<file path="src/rtl/ext_domain_power_sequencer.sv">
// Power sequencer for one external power domain: walks switch, clock, reset and
// isolation controls through fixed power-up/power-down orders, waiting on the switch ack.
module ext_domain_power_sequencer #(
    parameter int ISO_DELAY   = 4,
    parameter int RST_DELAY   = 4,
    parameter int ACK_TIMEOUT = 64
) (
    input  logic       clk_i,
    input  logic       rst_ni,
    input  logic       pwr_on_req_i,
    input  logic       switch_ack_ni,
    input  logic       clr_timeout_i,
    output logic       switch_no,
    output logic       iso_no,
    output logic       rst_no,
    output logic       clkgate_en_no,
    output logic       on_o,
    output logic       busy_o,
    output logic       timeout_o,
    output logic [2:0] state_o
);

    localparam int MAX_DLY = (ISO_DELAY > RST_DELAY) ? ISO_DELAY : RST_DELAY;
    localparam int MAX_ALL = (MAX_DLY > ACK_TIMEOUT) ? MAX_DLY : ACK_TIMEOUT;
    localparam int CNT_W   = $clog2(MAX_ALL) + 1;

    localparam logic [CNT_W-1:0] ISO_LOAD = CNT_W'(ISO_DELAY - 1);
    localparam logic [CNT_W-1:0] RST_LOAD = CNT_W'(RST_DELAY - 1);
    localparam logic [CNT_W-1:0] TMO_LAST = CNT_W'(ACK_TIMEOUT - 1);
    localparam logic [CNT_W-1:0] TMO_MAX  = CNT_W'(ACK_TIMEOUT);

    typedef enum logic [2:0] {
        S_OFF        = 3'd0,
        S_SW_ON      = 3'd1,
        S_CLK_ON     = 3'd2,
        S_RST_REL    = 3'd3,
        S_ON         = 3'd4,
        S_ISO_ON     = 3'd5,
        S_RST_ASSERT = 3'd6,
        S_SW_OFF     = 3'd7
    } state_t;

    state_t           state, state_d;
    logic [CNT_W-1:0] cnt, cnt_d;
    logic             tmo_set;
    logic             ack_sync_p0, ack_sync_p1;

    // Ack synchronizer: idles high so a fresh reset looks like "switch open".
    always_ff @(posedge clk_i or negedge rst_ni) begin
        if (!rst_ni) begin
            ack_sync_p0 <= 1'b1;
            ack_sync_p1 <= 1'b1;
        end else begin
            ack_sync_p0 <= switch_ack_ni;
            ack_sync_p1 <= ack_sync_p0;
        end
    end

    // One counter serves both roles: down-count in timed states, saturating up-count while waiting on ack.
    always_comb begin
        state_d = state;
        cnt_d   = cnt;
        tmo_set = 1'b0;
        case (state)
            S_OFF: begin
                if (pwr_on_req_i) begin
                    state_d = S_SW_ON;
                    cnt_d   = '0;
                end
            end
            S_SW_ON: begin
                if (!ack_sync_p1) begin
                    state_d = S_CLK_ON;
                    cnt_d   = RST_LOAD;
                end else begin
                    if (cnt != TMO_MAX) cnt_d = cnt + CNT_W'(1);
                    tmo_set = (cnt == TMO_LAST);
                end
            end
            S_CLK_ON: begin
                if (cnt == '0) begin
                    state_d = S_RST_REL;
                    cnt_d   = ISO_LOAD;
                end else begin
                    cnt_d = cnt - CNT_W'(1);
                end
            end
            S_RST_REL: begin
                if (cnt == '0) state_d = S_ON;
                else           cnt_d   = cnt - CNT_W'(1);
            end
            S_ON: begin
                if (!pwr_on_req_i) begin
                    state_d = S_ISO_ON;
                    cnt_d   = ISO_LOAD;
                end
            end
            S_ISO_ON: begin
                if (cnt == '0) begin
                    state_d = S_RST_ASSERT;
                    cnt_d   = RST_LOAD;
                end else begin
                    cnt_d = cnt - CNT_W'(1);
                end
            end
            S_RST_ASSERT: begin
                if (cnt == '0) begin
                    state_d = S_SW_OFF;
                    cnt_d   = '0;
                end else begin
                    cnt_d = cnt - CNT_W'(1);
                end
            end
            S_SW_OFF: begin
                if (ack_sync_p1) begin
                    state_d = S_OFF;
                end else begin
                    if (cnt != TMO_MAX) cnt_d = cnt + CNT_W'(1);
                    tmo_set = (cnt == TMO_LAST);
                end
            end
            default: state_d = S_OFF;
        endcase
    end

    // Outputs are decoded from the next state so they change on the same edge as state.
    always_ff @(posedge clk_i or negedge rst_ni) begin
        if (!rst_ni) begin
            state         <= S_OFF;
            cnt           <= '0;
            switch_no     <= 1'b1;
            iso_no        <= 1'b0;
            rst_no        <= 1'b0;
            clkgate_en_no <= 1'b0;
            on_o          <= 1'b0;
            busy_o        <= 1'b0;
            timeout_o     <= 1'b0;
        end else begin
            state         <= state_d;
            cnt           <= cnt_d;
            switch_no     <= (state_d == S_OFF) || (state_d == S_SW_OFF);
            iso_no        <= (state_d == S_ON);
            rst_no        <= (state_d == S_RST_REL) || (state_d == S_ON) || (state_d == S_ISO_ON);
            clkgate_en_no <= (state_d == S_CLK_ON) || (state_d == S_RST_REL) ||
                             (state_d == S_ON) || (state_d == S_ISO_ON);
            on_o          <= (state_d == S_ON);
            busy_o        <= (state_d != S_OFF) && (state_d != S_ON);
            if (tmo_set)            timeout_o <= 1'b1;
            else if (clr_timeout_i) timeout_o <= 1'b0;
        end
    end

    assign state_o = state;

endmodule

</file>
<file path="config.mk">
export PLATFORM = sky130hd
export DESIGN_NAME = ext_domain_power_sequencer
export DESIGN_NICKNAME = d
export VERILOG_FILES = /design/src/rtl/ext_domain_power_sequencer.sv
export SDC_FILE = /design/constraint.sdc
export NUM_CORES = 1
export LEC_CHECK = 0
export ABC_AREA = 1
export BUFFER_PORTS_ARGS = -buffer_cell sky130_fd_sc_hd__buf_2
export CAP_MARGIN = 0
export CELL_PAD_IN_SITES_DETAIL_PLACEMENT = 1
export CELL_PAD_IN_SITES_GLOBAL_PLACEMENT = 1
export CORE_AREA = 2 2 61 63
export DETAILED_ROUTE_END_ITERATION = 8
export DIE_AREA = 0 0 63 65
export GPL_ROUTABILITY_DRIVEN = 0
export PLACE_DENSITY_LB_ADDON = 0.1
export SLEW_MARGIN = 10
export SYNTH_ARGS = -nofsm -noshare
export SYNTH_HDL_FRONTEND = slang
export SYNTH_SLANG_ARGS = --single-unit
</file>
<file path="constraint.sdc">
create_clock -name clk_i -period 2.3 [get_ports clk_i]
set_clock_uncertainty 0.05 [all_clocks]
set_input_delay 0.46 -clock clk_i [delete_from_list [all_inputs] [get_ports clk_i]]
set_output_delay 0.46 -clock clk_i [all_outputs]
set_load 0.005 [all_outputs]
</file>
==> impl_metrics.tcl, run 1 <==
set metrics [dict create \
    grt_pass1_vias 1317 \
    rows 22 \
    p_comb_share_pct 60.2 \
    start_kind "register" \
    worstSetupPathType "reg -> reg" \
    post_drt_via_cell_ratio 4.80 \
    hp-class "in -> async" \
    cts_num_sinks 18 \
    post-cts-setup-buffers 0 \
    p_int_mw 0.927 \
    yosysSeqAreaShare_pct 33.9 \
    p_leak_nw 0.838 \
    antenna-diode-count 0 \
    netlist_area_sq_um 1340 \
    hold_violations 0 \
    start_util_pct 38.3 \
    die_area_sq_um 4100 \
    finalMaxSlewViolations 0 \
    cts_buffers 3 \
    cts.path.max_buffers 2 \
    wl_per_cell_um 13.5 \
    nFillCells 489 \
    yosysUniqueCellTypes 26 \
    path_clk_slew_ps 100 \
    end_kind "register" \
    crit_start "cnt[0]" \
    synth-async-reset-ratio_pct 100 \
    status "finished clean" \
    ys_warn_count 0 \
    ios 15 \
    crit_fanout 9 \
    holdBufCountCts 0 \
    hpwlAfterDp_um 2900 \
    slew_headroom_pct 73.2 \
    die_width_um 63 \
    path_cells "inv_1 > ha_1 > nand2_2 > nor2_4 > nand2_8 > nor2_4 > nor3_4 > nand2_1 > nand2_1" \
    syn_inst 203 \
    clkLatencyLatePin_ps 310 \
    crit_arrival_ps 2140 \
    synth-edff-count 0 \
    crit_buf_inv 1 \
    period_share_pct 84.2 \
    ys_top_cells_by_count "77 x nand2_1, 23 x inv_1, 23 x nor2_1" \
    cts_tree "yes" \
    fmax_mhz 516 \
    slowest_stage "dfrtp_1" \
    fp.dieH_um 65 \
    portBuffers 14 \
    crit_family "simple AND/OR/NAND/NOR gates" \
    antenna_found_initial 0 \
    finalPower_mw 1.93 \
    tightest_slew_ps 402 \
    h-tree-depth 1 \
    maxCapViolations 0 \
    drtIter0Drc 53 \
    reg2reg_from "cnt[0]" \
    period_minus_slack_ps 1940 \
    synth_ff_type "dfrtp_1" \
    syn_area_per_cell_sq_um 6.60 \
    pwr-share-clk_pct 10.3 \
    ir_worst_vdd_mv 0.555 \
    drtAntennaViolNets 0 \
    grt_setup_unrepaired "false" \
    cts_resized 0 \
    setup_viol_count_final 0 \
    area_growth_pct 10.4 \
    p_sw_mw 1.01 \
    fin_setup_tns_ps 0 \
    routed-via-count 1266 \
    cp_slowest_stage_delay_ps 510 \
    timing.hold.ws_ps 10.6 \
    drc 0 \
    sw_frac_of_total_pct 52.1 \
    cts_root_buffer "clkbuf_4" \
    yosysMostFrequentCell "nand2_1" \
    syn_nets 211 \
    yosysTopAreaCellShare_pct 28.0 \
    required_ps 2500 \
    fin_nets 225 \
    routed_wirelength_um 3580 \
    power_frac_seq_pct 29.4 \
    grt-ovfl-total 0 \
    firstDrtPassIters 4 \
    layout-drive-gt1-share_pct 18.5 \
    ys_ff_latch 18 \
    power_density_nw_per_um2 1310 \
    synthTopCellsByArea "dfrtp_1 28%, nand2_1 22%, inv_1 6.4%" \
    grt_pass1_wl_um 6200 \
    core_sq_um 3500 \
    yosys.area.top_type "dfrtp_1" \
    grt_max_degree 19 \
    grt_usage_pct 19.9 \
]
-- routing by layer --
metal	GRT usage, %	wire, um	part of all wire (%)	vias up
met1	21.5	1450	40	602
met3	3.13	81	2.3	4
met5	0	0	0	-
li1	-	-	-	640
met2	38.8	1990	56	20
met4	7.22	52	1.5	0
-- logic make-up after synthesis --
kind of cell    Yosys count  synth area share [%]
xor+xnor                  7                  4.58
compound gates           14                  5.88
buf+inv                  34                  10.2
simple gates            127                  42.7
fa+ha+maj                 3                  2.80
flops                    18                  33.9
-- power groups by stage --
stage / Clock, mW / Combinational (mW) / Sequential (mW)
after floorplan: 0 / 0.940 / 0.498
after global placement: 0 / 1.16 / 0.570
after detailed placement: 0 / 1.18 / 0.576
after CTS: 0.207 / 1.19 / 0.569
after global routing: 0.216 / 1.35 / 0.585
final: 0.200 / 1.16 / 0.569
-- state kept, by name, indices dropped and copies added, names as in the netlist --
signal	count
rst_no	1
on_o	1
ack_sync_p0	1
timeout_o	1
cnt	7
switch_no	1
state_o	3
clkgate_en_no	1
busy_o	1
ack_sync_p1	1
-- worst paths after layout --
path	endpoint	slack, ps	cells after the start
worst min-delay path	busy_o	10	1
min in group clk_i	ack_sync_p0	190	1
worst max-delay path	cnt[6]	360	9
max in group asynchronous	switch_no	1860	1
worst min register to register	ack_sync_p1	320	0
worst max register to register	cnt[6]	360	9
-- final cells by class --
type	instances	area, sq um	area share, %
flip-flops and latches	18	454	30.7
clock buffers	4	36.3	2.45
well taps	48	60.1	4.06
inverters	29	109	7.36
repair buffers	14	70.1	4.74
multi-input cells	151	749	50.7
-- placed cells by master (no fill, tap or decap) --
cell	instances
ha_1	3
nor2_2	2
a211oi_1	1
o22ai_1	1
xor2_1	7
nor3_4	1
a31oi_1	1
o21ai_2	1
nand2_1	77
dfstp_2	3
nand2_2	4
nand2_4	1
a21oi_1	3
nand2_8	1
inv_1	23
nor2_4	3
o21ai_0	6
buf_2	14
o21ai_1	1
inv_2	6
dfrtp_1	15
nand3_1	13
nand4_1	2
clkbuf_4	3
nor2_1	23
clkbuf_8	1
-- stage by stage --
step | setup WS [ps] | utilization (%) | std cells | area [sq um]
2_1_floorplan | 638 | - | 203 | 1340
3_3_place_gp | 477 | 41.3 | 260 | 1440
3_5_place_dp | 391 | 41.3 | 260 | 1440
4_1_cts | 335 | 42.3 | 264 | 1480
5_1_grt | 223 | 42.3 | 264 | 1480
6_report | 362 | 42.3 | 264 | 1480
Note: power is estimated with default switching activity, not from simulation.
==> run 2, diff against run 1 <==
- ABC_AREA: 1 -> 0
- CORE_AREA: 2 2 61 63 -> 2 2 58 60
- DIE_AREA: 0 0 63 65 -> 0 0 60 62
- clock period: 2.3 -> 2 ns (I/O delays scaled with it)
==> run 2 against run 1 <==
Register-to-register slack got worse by 480 ps. First-iteration DRC count increased by 7.5%. Worst setup slack got worse by 480 ps. Critical path type unchanged. Synthesized area decreased by 5.8%. Worst hold slack improved by 130 ps. Non-clock buffer count increased by 40. Flip-flop and latch count unchanged. The run now ends with setup timing left.
==> impl_metrics.tcl, run 2 <==
set metrics [dict create \
    ios 15 \
    synth_top_family_by_area "compound AO/OA/AOI/OAI gates" \
    hold_violations 0 \
    grt_pass1_vias 1376 \
    synthXorXnorAreaFrac_pct 2.08 \
    ys_ff_latch 18 \
    period_share_pct 106 \
    postPlaceCellArea_sq_um 1570 \
    grt_max_degree 19 \
    fin_nets 206 \
    antenna_found_initial 0 \
    fp.dieH_um 62 \
    ys_warn_count 0 \
    yosysTopAreaCellShare_pct 29.7 \
    status "complete, but fails checks" \
    cts.path.max_buffers 2 \
    timing.hold.ws_ps 137 \
    end_kind "register" \
    largest-register "cnt" \
    area_growth_pct 43.6 \
    yosysSeqAreaShare_pct 36.0 \
    most-common-layout-cells "30 x buf_4, 15 x nand2_1, 15 x dfrtp_1, 14 x buf_2, 11 x nor2_1" \
    synth_ff_type "dfrtp_1" \
    antenna-diode-count 0 \
    synthTopCellsByArea "dfrtp_1 30%, dfstp_2 6.2%, nand2_1 4.5%" \
    tightest_slew_ps 508 \
    drtAntennaViolNets 0 \
    grt_usage_pct 23.7 \
    placed_cells 230 \
    yosysUniqueCellTypes 46 \
    fin_area_sq_um 1810 \
    finalMaxSlewViolations 0 \
    start_kind "register" \
    setup_viol_count_final 8 \
    firstDrtPassIters 4 \
    synth-async-reset-ratio_pct 100 \
    hp-class "in -> reg" \
    routed_wirelength_um 4300 \
    fin_ws_ps -119 \
    place_ws_ps -235 \
    crit_fanout 4 \
    slew_headroom_pct 65.7 \
    synth-edff-count 0 \
    largest_reg_flops 7 \
    cts_tree "yes" \
    period_minus_slack_ps 2120 \
    synth_compound_area_share_pct 31.8 \
    die_area_sq_um 3720 \
    clkLatencyLatePin_ps 300 \
    failed_checks "setup timing" \
    required_ps 2150 \
    portBuffers 14 \
    nFillCells 371 \
    core_sq_um 3180 \
    ys_top_cells_by_count "15 x dfrtp_1, 15 x nand2_1, 12 x nor2_1" \
    p_leak_nw 0.795 \
    synth_fa_ha_area_share_pct 3.77 \
    netlist_area_sq_um 1260 \
    ir_worst_vdd_mv 1.07 \
    maxCapViolations 0 \
    stdcell_count 243 \
    path_clk_slew_ps 120 \
    syn_area_per_cell_sq_um 8.36 \
    crit_arrival_ps 2270 \
    syn_nets 159 \
    power_density_nw_per_um2 1940 \
    layout-drive-gt1-share_pct 40.6 \
    hpwlAfterDp_um 2910 \
    h-tree-depth 1 \
    drtIter0Drc 57 \
    final_common_cell "buf_4" \
    start_util_pct 39.7 \
    cts_num_sinks 18 \
    post_drt_via_cell_ratio 5.67 \
    cts_buffers 3 \
    grt-ovfl-total 0 \
    fmax_mhz 472 \
    routed-via-count 1377 \
    wl_per_cell_um 17.7 \
    grt_setup_unrepaired "true" \
    syn_inst 151 \
    rows 21 \
    synth-simple-area-share_pct 19.1 \
    drc 0 \
    final_util_pct 57.0 \
    grt_pass1_wl_um 6490 \
    cts_root_buffer "clkbuf_4" \
    die_width_um 60 \
    yosys.area.top_type "dfrtp_1" \
    muxShareOfSynthArea_pct 0 \
    worstSetupPathType "reg -> reg" \
]
-- run 2: changes by cell type in the layout (fill, tap and decap cells not counted), sizes merged, moves of 4 or more --
cell    previous run  this run
nand3             13         7
a21oi              3         9
buf               14        53
o221ai             0         4
o211ai             0         5
nand2             83        15
inv               29         9
nor2              28        12
xor2               7         2
-- run 2: what timing repair did --
item                                    4_1_cts  5_1_grt
resized for setup                            20       13
hold buffers                                  1        0
setup buffers                                 4        6
pin swaps                                    15       12
endpoints found under the setup margin        7       11
hold endpoints to repair                     15        0
-- run 2: cell families after synthesis --
| family | after synthesis |
|---|---|
| compound gates | 55 |
| simple gates | 50 |
| buf+inv | 21 |
| flops | 18 |
| fa+ha+maj | 4 |
| xor+xnor | 3 |
-- run 2: cell type report --
type	instances	area (sq um)	area share [%]
inverters	9	33.8	1.86
clock buffers	4	36.3	2.00
well taps	46	57.6	3.17
repair buffers	54	407	22.4
multi-input cells	112	825	45.5
flip-flops and latches	18	454	25.1
-- run 2: worst paths after layout --
kind	startpoint	to	slack (ps)	depth (start not counted)
min reg2reg	ack_sync_p0	ack_sync_p1	320	0
max in group asynchronous	rst_ni	ack_sync_p0	1060	2
max reg2reg	cnt[2]	cnt[6]	-120	6
min	switch_ack_ni	ack_sync_p0	140	1
min in group asynchronous	rst_ni	state_o[2]	500	2
max	cnt[2]	cnt[6]	-120	6
-- run 2: routing by layer --
metal  global-route usage [%]  part of all wire, %
met1                     30.5                   46
met2                     40.5                   51
met3                     3.31                  2.6
met4                     8.89                 0.60
met5                        0                    0
-- run 2: report_power, final --
group,leakage [nW],internal (mW),switching (mW)
Sequential,0.222,0.512,0.0946
Combinational,0.552,1.30,1.37
Clock,0.0210,0.111,0.129
-- run 2: per-stage QoR --
stage / power [mW] / TNS [ps]
3_5_place_dp: 2.73 / -790
2_1_floorplan: 1.89 / -1230
6_report: 3.52 / -607
4_1_cts: 3.29 / -449
3_3_place_gp: 2.66 / -419
5_1_grt: 3.77 / -1030
-- run 2: critical path: stages, from the launching register on --
cell     delay [ps]
dfrtp_1         410
or4_4           550
o31a_1          290
a21o_4          210
buf_6           130
a22o_1          180
a22o_1          210
